===== src/rtl/muldiv_unit_if.sv =====
// Request/response bundle between the execute-stage issue logic and muldiv_unit.
interface muldiv_unit_if #(
   parameter int unsigned XLEN = 32
);
   logic            start;
   logic            flush;
   logic [2:0]      op;
   logic [XLEN-1:0] a;
   logic [XLEN-1:0] b;
   logic [4:0]      rd_in;
   logic            busy;
   logic            done;
   logic [XLEN-1:0] result;
   logic [4:0]      rd_out;
   logic            we;
   logic            illegal;

   modport master (
      output start, flush, op, a, b, rd_in,
      input  busy, done, result, rd_out, we, illegal
   );

   modport slave (
      input  start, flush, op, a, b, rd_in,
      output busy, done, result, rd_out, we, illegal
   );
endinterface


===== src/rtl/muldiv_unit.sv =====
// Iterative RV32M multiply/divide: 32-step shift-add multiply, 32-step restoring divide.
// Divider datapath is compiled in only when MULDIV_DIV_EN is defined.
module muldiv_unit #(
   parameter int unsigned XLEN = 32
) (
   input  logic         clk,
   input  logic         rst_n,
   muldiv_unit_if.slave bus
);
   localparam int unsigned     PW        = 2 * XLEN;
   localparam int unsigned     CNT_W     = $clog2(XLEN);
   localparam logic [XLEN-1:0] SMIN      = {1'b1, {(XLEN-1){1'b0}}};
   localparam logic [2:0]      OP_MULH   = 3'b001;
   localparam logic [2:0]      OP_MULHSU = 3'b010;
   localparam logic [2:0]      OP_DIV    = 3'b100;
   localparam logic [2:0]      OP_REM    = 3'b110;

   typedef enum logic [1:0] {IDLE, CALC, FIX, DONE} state_t;

   state_t            state_q, state_d;
   logic [2:0]        op_q;
   logic [4:0]        rd_q;
   logic              neg_q;
   logic [XLEN-1:0]   b_q;
   logic [PW-1:0]     acc_q, acc_nxt, prod_s;
   logic [CNT_W-1:0]  cnt_q;
   logic [XLEN:0]     mul_sum;
   logic              accept, special, spec_ill, a_sgn, b_sgn, neg_in;
   logic [XLEN-1:0]   a_mag, b_mag, spec_res, fix_res, res_d;
   logic [4:0]        rd_d;
   logic              busy_d, done_d, we_d, ill_d;
`ifdef MULDIV_DIV_EN
   logic [XLEN-1:0]   rem_q, rem_nxt, rem_sub;
   logic [XLEN:0]     rem_sh;
   logic              rem_ge;
`endif

   always_comb begin
      accept = bus.start && !bus.flush && ((state_q == IDLE) || (state_q == DONE));
   end

   // Operand sign decode, magnitudes and special-case detection at acceptance.
   always_comb begin
      a_sgn    = 1'b0;
      b_sgn    = 1'b0;
      special  = 1'b0;
      spec_ill = 1'b0;
      spec_res = '0;
      case (bus.op)
         OP_MULH, OP_DIV, OP_REM: begin
            a_sgn = 1'b1;
            b_sgn = 1'b1;
         end
         OP_MULHSU: a_sgn = 1'b1;
         default: ;
      endcase
      a_mag  = (a_sgn && bus.a[XLEN-1]) ? (~bus.a + XLEN'(1)) : bus.a;
      b_mag  = (b_sgn && bus.b[XLEN-1]) ? (~bus.b + XLEN'(1)) : bus.b;
      // remainder follows the dividend only; quotient/product follow both signs
      neg_in = (a_sgn && bus.a[XLEN-1]) ^ (b_sgn && bus.b[XLEN-1] && (bus.op != OP_REM));
`ifdef MULDIV_DIV_EN
      if (bus.op[2]) begin
         if (bus.b == '0) begin
            special  = 1'b1;
            spec_res = bus.op[1] ? bus.a : '1;
         end else if (!bus.op[0] && (bus.a == SMIN) && (bus.b == '1)) begin
            special  = 1'b1;
            spec_res = bus.op[1] ? '0 : SMIN;
         end
      end
`else
      if (bus.op[2]) begin
         special  = 1'b1;
         spec_ill = 1'b1;
      end
`endif
   end

   // One iteration step and final sign correction.
   always_comb begin
      mul_sum = {1'b0, acc_q[PW-1:XLEN]} + {1'b0, b_q};
      acc_nxt = acc_q[0] ? {mul_sum, acc_q[XLEN-1:1]} : {1'b0, acc_q[PW-1:1]};
      prod_s  = neg_q ? (~acc_q + PW'(1)) : acc_q;
      fix_res = (op_q[1:0] == 2'b00) ? prod_s[XLEN-1:0] : prod_s[PW-1:XLEN];
`ifdef MULDIV_DIV_EN
      rem_sh  = {rem_q, acc_q[XLEN-1]};
      rem_ge  = (rem_sh >= {1'b0, b_q});
      rem_sub = rem_sh[XLEN-1:0] - b_q;
      rem_nxt = rem_ge ? rem_sub : rem_sh[XLEN-1:0];
      if (op_q[2]) begin
         acc_nxt = {{XLEN{1'b0}}, acc_q[XLEN-2:0], rem_ge};
         if (op_q[1]) fix_res = neg_q ? (~rem_q + XLEN'(1)) : rem_q;
         else         fix_res = neg_q ? (~acc_q[XLEN-1:0] + XLEN'(1)) : acc_q[XLEN-1:0];
      end
`else
      if (op_q[2]) fix_res = '0;
`endif
   end

   always_ff @(posedge clk or negedge rst_n) begin
      if (!rst_n) state_q <= IDLE;
      else        state_q <= state_d;
   end

   always_comb begin
      state_d = state_q;
      case (state_q)
         IDLE, DONE: state_d = accept ? (special ? DONE : CALC) : IDLE;
         CALC:       if (cnt_q == '0) state_d = FIX;
         FIX:        state_d = DONE;
         default:    state_d = IDLE;
      endcase
      if (bus.flush) state_d = IDLE;
   end

   // Outputs are computed from the next state and registered.
   always_comb begin
      busy_d = (state_d == CALC) || (state_d == FIX);
      done_d = (state_d == DONE);
      res_d  = bus.result;
      rd_d   = bus.rd_out;
      ill_d  = 1'b0;
      if (done_d) begin
         if (state_q == FIX) begin
            res_d = fix_res;
            rd_d  = rd_q;
         end else begin
            res_d = spec_res;
            rd_d  = bus.rd_in;
            ill_d = spec_ill;
         end
      end
      we_d = done_d && (rd_d != '0) && !ill_d;
   end

   always_ff @(posedge clk or negedge rst_n) begin
      if (!rst_n) begin
         op_q        <= '0;
         rd_q        <= '0;
         neg_q       <= 1'b0;
         b_q         <= '0;
         acc_q       <= '0;
         cnt_q       <= '0;
`ifdef MULDIV_DIV_EN
         rem_q       <= '0;
`endif
         bus.busy    <= 1'b0;
         bus.done    <= 1'b0;
         bus.we      <= 1'b0;
         bus.illegal <= 1'b0;
         bus.result  <= '0;
         bus.rd_out  <= '0;
      end else begin
         if (accept) begin
            op_q  <= bus.op;
            rd_q  <= bus.rd_in;
            neg_q <= neg_in;
            b_q   <= b_mag;
            acc_q <= {{XLEN{1'b0}}, a_mag};
            cnt_q <= CNT_W'(XLEN - 1);
`ifdef MULDIV_DIV_EN
            rem_q <= '0;
`endif
         end else if (state_q == CALC) begin
            acc_q <= acc_nxt;
            if (cnt_q != '0) cnt_q <= cnt_q - CNT_W'(1);
`ifdef MULDIV_DIV_EN
            rem_q <= rem_nxt;
`endif
         end
         bus.busy    <= busy_d;
         bus.done    <= done_d;
         bus.we      <= we_d;
         bus.illegal <= ill_d;
         bus.result  <= res_d;
         bus.rd_out  <= rd_d;
      end
   end
endmodule


===== src/flat_wrapper.sv =====
// flat-port wrapper written by rule: the top's interface ports become plain ports
module muldiv_unit_flat 
#(
   parameter int unsigned XLEN = 32
)
  (clk, rst_n, bus_start, bus_flush, bus_op, bus_a, bus_b, bus_rd_in, bus_busy, bus_done, bus_result, bus_rd_out, bus_we, bus_illegal);
  muldiv_unit_if #(.XLEN(XLEN)) bus_i ();
  input  logic clk;
  input  logic rst_n;
  input wire logic [$bits(bus_i.start)-1:0] bus_start;
  input wire logic [$bits(bus_i.flush)-1:0] bus_flush;
  input wire logic [$bits(bus_i.op)-1:0] bus_op;
  input wire logic [$bits(bus_i.a)-1:0] bus_a;
  input wire logic [$bits(bus_i.b)-1:0] bus_b;
  input wire logic [$bits(bus_i.rd_in)-1:0] bus_rd_in;
  output wire logic [$bits(bus_i.busy)-1:0] bus_busy;
  output wire logic [$bits(bus_i.done)-1:0] bus_done;
  output wire logic [$bits(bus_i.result)-1:0] bus_result;
  output wire logic [$bits(bus_i.rd_out)-1:0] bus_rd_out;
  output wire logic [$bits(bus_i.we)-1:0] bus_we;
  output wire logic [$bits(bus_i.illegal)-1:0] bus_illegal;
  assign bus_i.start = bus_start;
  assign bus_i.flush = bus_flush;
  assign bus_i.op = bus_op;
  assign bus_i.a = bus_a;
  assign bus_i.b = bus_b;
  assign bus_i.rd_in = bus_rd_in;
  assign bus_busy = bus_i.busy;
  assign bus_done = bus_i.done;
  assign bus_result = bus_i.result;
  assign bus_rd_out = bus_i.rd_out;
  assign bus_we = bus_i.we;
  assign bus_illegal = bus_i.illegal;
  muldiv_unit #(.XLEN(XLEN)) u_core (.clk(clk), .rst_n(rst_n), .bus(bus_i));
endmodule

===== config.mk =====
export PLATFORM = sky130hd
export DESIGN_NAME = muldiv_unit_flat
export DESIGN_NICKNAME = d
export VERILOG_FILES = /design/src/rtl/muldiv_unit_if.sv /design/src/rtl/muldiv_unit.sv /design/src/flat_wrapper.sv
export SDC_FILE = /design/constraint.sdc
export NUM_CORES = 1
export LEC_CHECK = 0
export CORE_ASPECT_RATIO = 0.7
export CORE_UTILIZATION = 60
export CTS_CLUSTER_DIAMETER = 150
export DETAILED_ROUTE_END_ITERATION = 8
export PLACE_DENSITY_LB_ADDON = 0.08
export SLEW_MARGIN = 20
export SYNTH_ARGS = -nofsm -noshare
export SYNTH_HDL_FRONTEND = slang
export SYNTH_SLANG_ARGS = --single-unit

===== constraint.sdc =====
create_clock -name clk -period 7.06 [get_ports clk]
set_input_delay 1.412 -clock clk [delete_from_list [all_inputs] [get_ports clk]]
set_output_delay 1.412 -clock clk [all_outputs]
set_load 0.02 [all_outputs]

[After elaboration in Yosys (flattened, before gate mapping)]
Index checks and enable logic that the tools add are counted.
Word-level totals
  bits in registers: 153
  input port bits: 76
  output and inout port bits: 41
  word-level logic and storage cells: 79
Operators by class
  add/subtract/negate cells: 5
  equality and inequality tests: 11
  muxes and demuxes: 24
  bitwise operators: 4
  reductions and logical operators: 22
Operators with widths (number)
  64-bit two-way mux: 4
  32-bit two-way mux: 5
  32-bit by 1-bit adder with 32-bit output, second input constant: 2
  64-bit by 1-bit adder with 64-bit output, second input constant: 1
  32-bit inverter: 2
  64-bit inverter: 1
  32-bit by 32-bit adder with 33-bit output: 1
  5-bit two-way mux: 5
  5-bit nonzero test: 2
  2-bit equality test, second input constant: 4
  2-bit two-way mux: 4
  1-bit logical AND: 7
  3-bit equality test, second input constant: 2
  2-bit case mux with 3 select lines: 1
  5-bit logical NOT: 1
  1-bit two-way mux: 5
  5-bit by 1-bit subtractor with 5-bit output, second input constant: 1
  2-bit by 1-bit equality test with 1-bit output, second input constant: 2
  2-bit logical NOT: 2
  2-bit nonzero test: 2
  4-bit OR reduction: 1
  3-bit by 1-bit equality test with 1-bit output, second input constant: 1
  3-bit by 2-bit equality test with 1-bit output, second input constant: 1
  3-bit != test, second input constant: 1
  6 further kinds: 8

[Longest topological paths before layout]
  depth in word-level cells: 11
  depth in mapped cells: 16
  depth with buffers taken out: 12

[Least setup slack after synthesis]
No wires, ideal clock.
  kind: input-to-reg
  start point: input port bus_start
  end point: register u_core.bus.result[0]
  library setup time: 143 ps
  arrival: 3792 ps
  required time: 6917 ps
  slack: 3125 ps
  stages: 14
  buffers on the path: 6
  cell sequence: nand2_1 or2_2 clkbuf_1 clkbuf_1 buf_1 o31ai_1 ha_1 clkbuf_1 nand2_1 nor2_1 nand2_1 clkbuf_1 clkbuf_1 o221ai_1
Between the ends
  word-level cells in the longest chain between the ends: 6
Ends and longest elaborated chain
  from (decl): line flat_wrapper.sv:10  | input wire logic [$bits(bus_i.start)-1:0] bus_start;
  1-bit logical AND (2 in a row): line muldiv_unit.sv:39  | accept = bus.start && !bus.flush && ((state_q == IDLE) || (state_q == DONE));
  2-bit two-way mux: line muldiv_unit.sv:108  | IDLE, DONE: state_d = accept ? (special ? DONE : CALC) : IDLE;
  2-bit case mux with 3 select lines: line muldiv_unit.sv:107  | case (state_q)
  2-bit two-way mux: line muldiv_unit.sv:113  | if (bus.flush) state_d = IDLE;
  named net u_core.state_d[0]: line muldiv_unit.sv:20  | state_t state_q, state_d;
  2-bit equality test: line muldiv_unit.sv:119  | done_d = (state_d == DONE);
  named net u_core.done_d: line muldiv_unit.sv:31  | logic busy_d, done_d, we_d, ill_d;
  to (signal assigned): line muldiv_unit.sv:175  | bus.result <= res_d;
  to (decl): line muldiv_unit_if.sv:25  | output busy, done, result, rd_out, we, illegal
The timed path passes the listed nets, and every way through them passes these cells.
A chain may end at the register's enable or synchronous reset.

[Worst setup path in the final report]
  start point: input port bus_op[2]
  end point: register u_core.bus.result[10]
Between the ends
  word-level cells in the longest chain between the ends: 6
Ends and longest elaborated chain
  from (decl): line flat_wrapper.sv:12  | input wire logic [$bits(bus_i.op)-1:0] bus_op;
  1-bit two-way mux: line muldiv_unit.sv:72  | if (bus.op[2]) begin
  2-bit two-way mux (2 in a row): line muldiv_unit.sv:108
  2-bit case mux with 3 select lines: line muldiv_unit.sv:107
  2-bit two-way mux: line muldiv_unit.sv:113
  named net u_core.state_d[1]: line muldiv_unit.sv:20
  2-bit equality test: line muldiv_unit.sv:119
  named net u_core.done_d: line muldiv_unit.sv:31
The timed path passes the listed nets, and every way through them passes these cells.

==> run summary <==
Gates resized during post-CTS repair numbered 0. The ratio of cells with drive above 1 in the final layout is 4.36%. The run gives 0.0181 mm² as the area of the core region. The power consumption came out at 5.97 mW. The logs give 4 for the count of H-tree levels built during CTS and 1658 for the filler-free cell count of the finished design. The setup clock skew after layout was 0.0108 ns. The clock network accounts for 15.1% of the total power.

For the finished layout, the period the worst path requires is 4.12 ns. The yosys synthesis warning count came out at 0. Setup violations remaining at the end of the flow were counted as 0. For the data required time at the worst endpoint, the log shows 7.38 ns.

Data arrives at the worst endpoint at 4.44 ns. Of all nets on the critical path, the largest fanout is 46. In this run, flip-flops and latches consume 29.9% of the power. Global routing consumed, over all layers together, 33.7% of the routing resources. The clock passes through at most 2 buffers. The flow ran to the end, and the final reports show no timing, DRC or antenna violations. 0 antenna diodes ended up in the layout.

The top-area cell type share of the netlist area was 34.3%. Total die area: 0.0192 mm². Counting cells, the worst reg-to-reg path comes to 11.

The tree is rooted in a sky130_fd_sc_hd__clkbuf_16. Worst-case hold path end point: u_core.rd_q[4]. The number of hold violations in the final report came out at 0. Buffers inserted during clock tree synthesis total 17. Synthesis produced a netlist whose cell count is 1340. The tools report the number of slew-limit violations in the final report as 0.

The number of hold buffers added after CTS was 0. Clock latency on the worst-skew pair, taken at its later pin, is 0.44 ns. IR analysis of the VDD net gives a maximum drop of 448 µV.

After detailed routing, the average wire length per cell comes to 19.0 µm. Global routing finished with a remaining overflow of 0. Setup repair after global routing left no endpoint under its margin. The min-delay analysis places its worst path in the category reg2reg. The synthesized netlist occupies a cell area of 0.0112 mm². The part of the cycle the worst path needs came out at 58.4%. The number of clock sinks was 153; the number of violations of the max-capacitance limit was 0. The post-synthesis register bit count is 153, and the worst slew margin relative to its limit is 29.8%. Beginning of the worst hold path: u_core.rd_q[4].

The startpoint identified for the worst register-to-register timing path is u_core.state_q[1]. Share of synthesized registers carrying an async set or reset: 100%. The per-instance average area after synthesis came out at 8.34 µm².

The cell with the most instances after synthesis is sky130_fd_sc_hd__nand2_1. Counting every net in the synthesized netlist gives 1457. Routability-driven placement finished with a final weighted congestion of 0.952. The starting utilization of the core area is 61.7%. By startpoint and endpoint, the worst setup path is classified as in2reg. The pre-antenna-repair detailed-routing pass consisted of 6 iterations. The number of global-route vias before repair was 9275; the area growth from synthesis to layout was 16.6%. Including well taps, the total number of placed cells is 1625.

The tools report the number of vias after detailed routing as 10500. The most used flip-flop cell after synthesis is sky130_fd_sc_hd__dfrtp_1. Prior to clock tree synthesis, the placed netlist has a worst setup slack of 2.62 ns. Synthesis instantiated 68 different standard cells from the library.

The run gives 3.12 mW as the internal power summed over all cells. The endpoint type of the worst setup path was a flip-flop. Summed over all nets, the half-perimeter wirelength after detailed placement is 23200 µm. The ratio of total power to cell area works out to 458 mW/mm².

The number of violations reported at the end of detailed-routing iteration 0 was 1005; the number of buffers added for setup after CTS was 0. Minimum setup slack among reg-to-reg paths: 2.97 ns. The number of port buffers is 116. TritonCTS built the clock tree. The worst hold path passes through 2 cells. Ranked by instance count, the synthesized netlist is headed by sky130_fd_sc_hd__nand2_1 (177), sky130_fd_sc_hd__dfrtp_1 (153), sky130_fd_sc_hd__o21ai_0 (117). After detailed routing, the number of vias per cell comes to 6.36. The net count of the finished layout is 1526.

Setup TNS: 0 ns. The tools report the critical path launch point type as a primary input. Net switching is 47.7% of the power. The worst path meets setup with 2.94 ns of slack. The routed design has 31600 µm of wire. The register area share after synthesis was 34.3%; the clock slew seen by the registers of the worst setup and hold paths was 0.07 ns. After synthesis, the cell types taking the most area are sky130_fd_sc_hd__dfrtp_1 (34%), sky130_fd_sc_hd__nand2_1 (5.9%), sky130_fd_sc_hd__xor2_1 (5.7%), sky130_fd_sc_hd__xnor2_1 (5.6%), sky130_fd_sc_hd__o21ai_0 (5.2%).

In this run the power spent charging and discharging nets is 2.84 mW. The logs give 243 MHz for the maximum operating frequency and 102 for the largest net degree at the start of global routing. Count of nets left with antenna violations after detail routing: 0. In this run the horizontal extent of the chip is 165 µm. The synthesized design spends more area on one cell type than any other, namely sky130_fd_sc_hd__dfrtp_1. The number of antenna violations at the first check in global routing was 0; the global-route wire length before repair was 49500 µm. Summed over all cells, the static leakage comes to 5.23 nW. The logs give 41 for the number of cell rows and 117 for the total I/O pin count. For the number of design rule violations left after detail routing, the log shows 0. The die extent in y works out to 116 µm.

The power share of the combinational group was 55.0%; the number of enable-type register cells in the synthesized netlist was 0. For the pin with the worst max-slew slack, the measured transition is 1.05 ns. The endpoint identified for the worst register-to-register timing path is u_core.bus.result[10].
==> state kept, by name, summed over array words and instances (netlist names) <==
register / flops
u_core.bus.done: 1
u_core.cnt_q: 5
u_core.acc_q: 64
u_core.bus.rd_out: 5
u_core.bus.we: 1
u_core.bus.busy: 1
u_core.bus.result: 32
u_core.op_q: 3
u_core.bus.illegal: 1
u_core.rd_q: 5
u_core.b_q: 32
u_core.neg_q: 1
u_core.state_q: 2
==> cells by family (layout without fill, tap and decap cells) <==
| kind of cell | Yosys count | after routing | share of synthesized area [%] |
|---|---|---|---|
| buffers and inverters | 107 | 189 | 3.59 |
| adders and majority gates | 41 | 41 | 4.66 |
| muxes | 43 | 43 | 3.85 |
| DFF | 153 | 153 | 34.3 |
| and+or+nand+nor | 451 | 451 | 19.7 |
| xor gates and xnor gates | 145 | 145 | 11.4 |
| AOI/OAI and AO/OA | 400 | 400 | 22.5 |
==> critical path, stage by stage <==
cell and delay (ns):
sky130_fd_sc_hd__clkdlybuf4s50_1 0.57, sky130_fd_sc_hd__nand2_1 0.07, sky130_fd_sc_hd__a221oi_1 0.40, sky130_fd_sc_hd__ha_1 0.22, sky130_fd_sc_hd__buf_4 0.38, sky130_fd_sc_hd__nand2_1 0.13, sky130_fd_sc_hd__nor2_1 0.16, sky130_fd_sc_hd__nand2_1 0.63
sky130_fd_sc_hd__o221ai_1 0.44
==> power by group through the flow <==
stage                     Combinational [mW]  Clock, mW  Sequential, mW
after CTS                               3.24      0.910            1.76
final                                   3.28      0.903            1.78
after floorplan                         2.29          0            1.68
after global routing                    3.61      0.952            1.82
after global placement                  3.15          0            1.76
after detailed placement                3.21          0            1.77
==> stage by stage <==
stage	utilization [%]	hold slack (ns)	cell area, µm²
global route	71.9	0.517	13000
detailed placement	68.6	0.465	12400
global placement	68.6	0.459	12400
CTS	71.8	0.482	13000
floorplan	-	0.445	11200
finish	71.9	0.479	13000
==> worst max path at each step <==
stage / slack [ns] / cells past startpoint / from / endpoint
2_1_floorplan: 3.13 / 14 / bus_start / u_core.bus.result[0]
3_3_place_gp: 2.73 / 10 / bus_start / u_core.bus.result[14]
3_5_place_dp: 2.62 / 9 / bus_op[2] / u_core.bus.result[1]
4_1_cts: 3.04 / 9 / bus_op[2] / u_core.bus.result[10]
5_1_grt: 2.63 / 11 / u_core.state_q[1] / u_core.bus.result[2]
6_report: 2.94 / 9 / bus_op[2] / u_core.bus.result[10]
==> layout make-up <==
class	count	area [µm²]
multi-input combinational	1080	6950
fill	1460	5080
sequential	153	3830
timing repair buffer	125	1250
clock buffer	18	439
tap	236	295
clock inverter	14	138
inverter	32	120
==> cells in the final DEF, fill, tap and decap left out, types with 7 or more instances in the layout <==
| master | Yosys | routed |
|---|---|---|
| sky130_fd_sc_hd__nand2_1 | 177 | 177 |
| sky130_fd_sc_hd__xor2_1 | 73 | 73 |
| sky130_fd_sc_hd__o211ai_1 | 12 | 12 |
| sky130_fd_sc_hd__inv_1 | 32 | 32 |
| sky130_fd_sc_hd__nor3_1 | 27 | 27 |
| sky130_fd_sc_hd__nor4_1 | 14 | 14 |
| sky130_fd_sc_hd__o21ai_1 | 15 | 15 |
| sky130_fd_sc_hd__nor2b_1 | 19 | 19 |
| sky130_fd_sc_hd__clkbuf_16 | 0 | 17 |
| sky130_fd_sc_hd__xnor2_1 | 72 | 72 |
| sky130_fd_sc_hd__buf_4 | 0 | 8 |
| sky130_fd_sc_hd__nor2_1 | 83 | 82 |
| sky130_fd_sc_hd__or3_1 | 20 | 20 |
| sky130_fd_sc_hd__mux2i_1 | 43 | 43 |
| sky130_fd_sc_hd__o41ai_1 | 14 | 14 |
| sky130_fd_sc_hd__a211oi_1 | 15 | 15 |
| sky130_fd_sc_hd__nand3_1 | 15 | 15 |
| sky130_fd_sc_hd__dfrtp_1 | 153 | 152 |
| sky130_fd_sc_hd__a21oi_1 | 97 | 97 |
| sky130_fd_sc_hd__o31ai_1 | 26 | 26 |
| sky130_fd_sc_hd__o221ai_1 | 30 | 30 |
| sky130_fd_sc_hd__o21ai_0 | 117 | 117 |
| sky130_fd_sc_hd__a21o_1 | 7 | 7 |
| sky130_fd_sc_hd__clkdlybuf4s50_1 | 0 | 115 |
| sky130_fd_sc_hd__a31oi_1 | 14 | 14 |
| sky130_fd_sc_hd__or4_1 | 13 | 13 |
| sky130_fd_sc_hd__o22ai_1 | 8 | 8 |
| sky130_fd_sc_hd__nand2b_1 | 34 | 34 |
| sky130_fd_sc_hd__nand4_1 | 8 | 8 |
| sky130_fd_sc_hd__ha_1 | 40 | 39 |
==> metal layers <==
layer	wire length, µm	up-vias	global-route usage (%)
met5	0	-	0
met4	548	0	9.24
met3	2830	40	7.17
met2	13100	482	47.3
met1	15100	5039	52.0
li1	-	4983	-
Power figures use the tool's default switching activity.
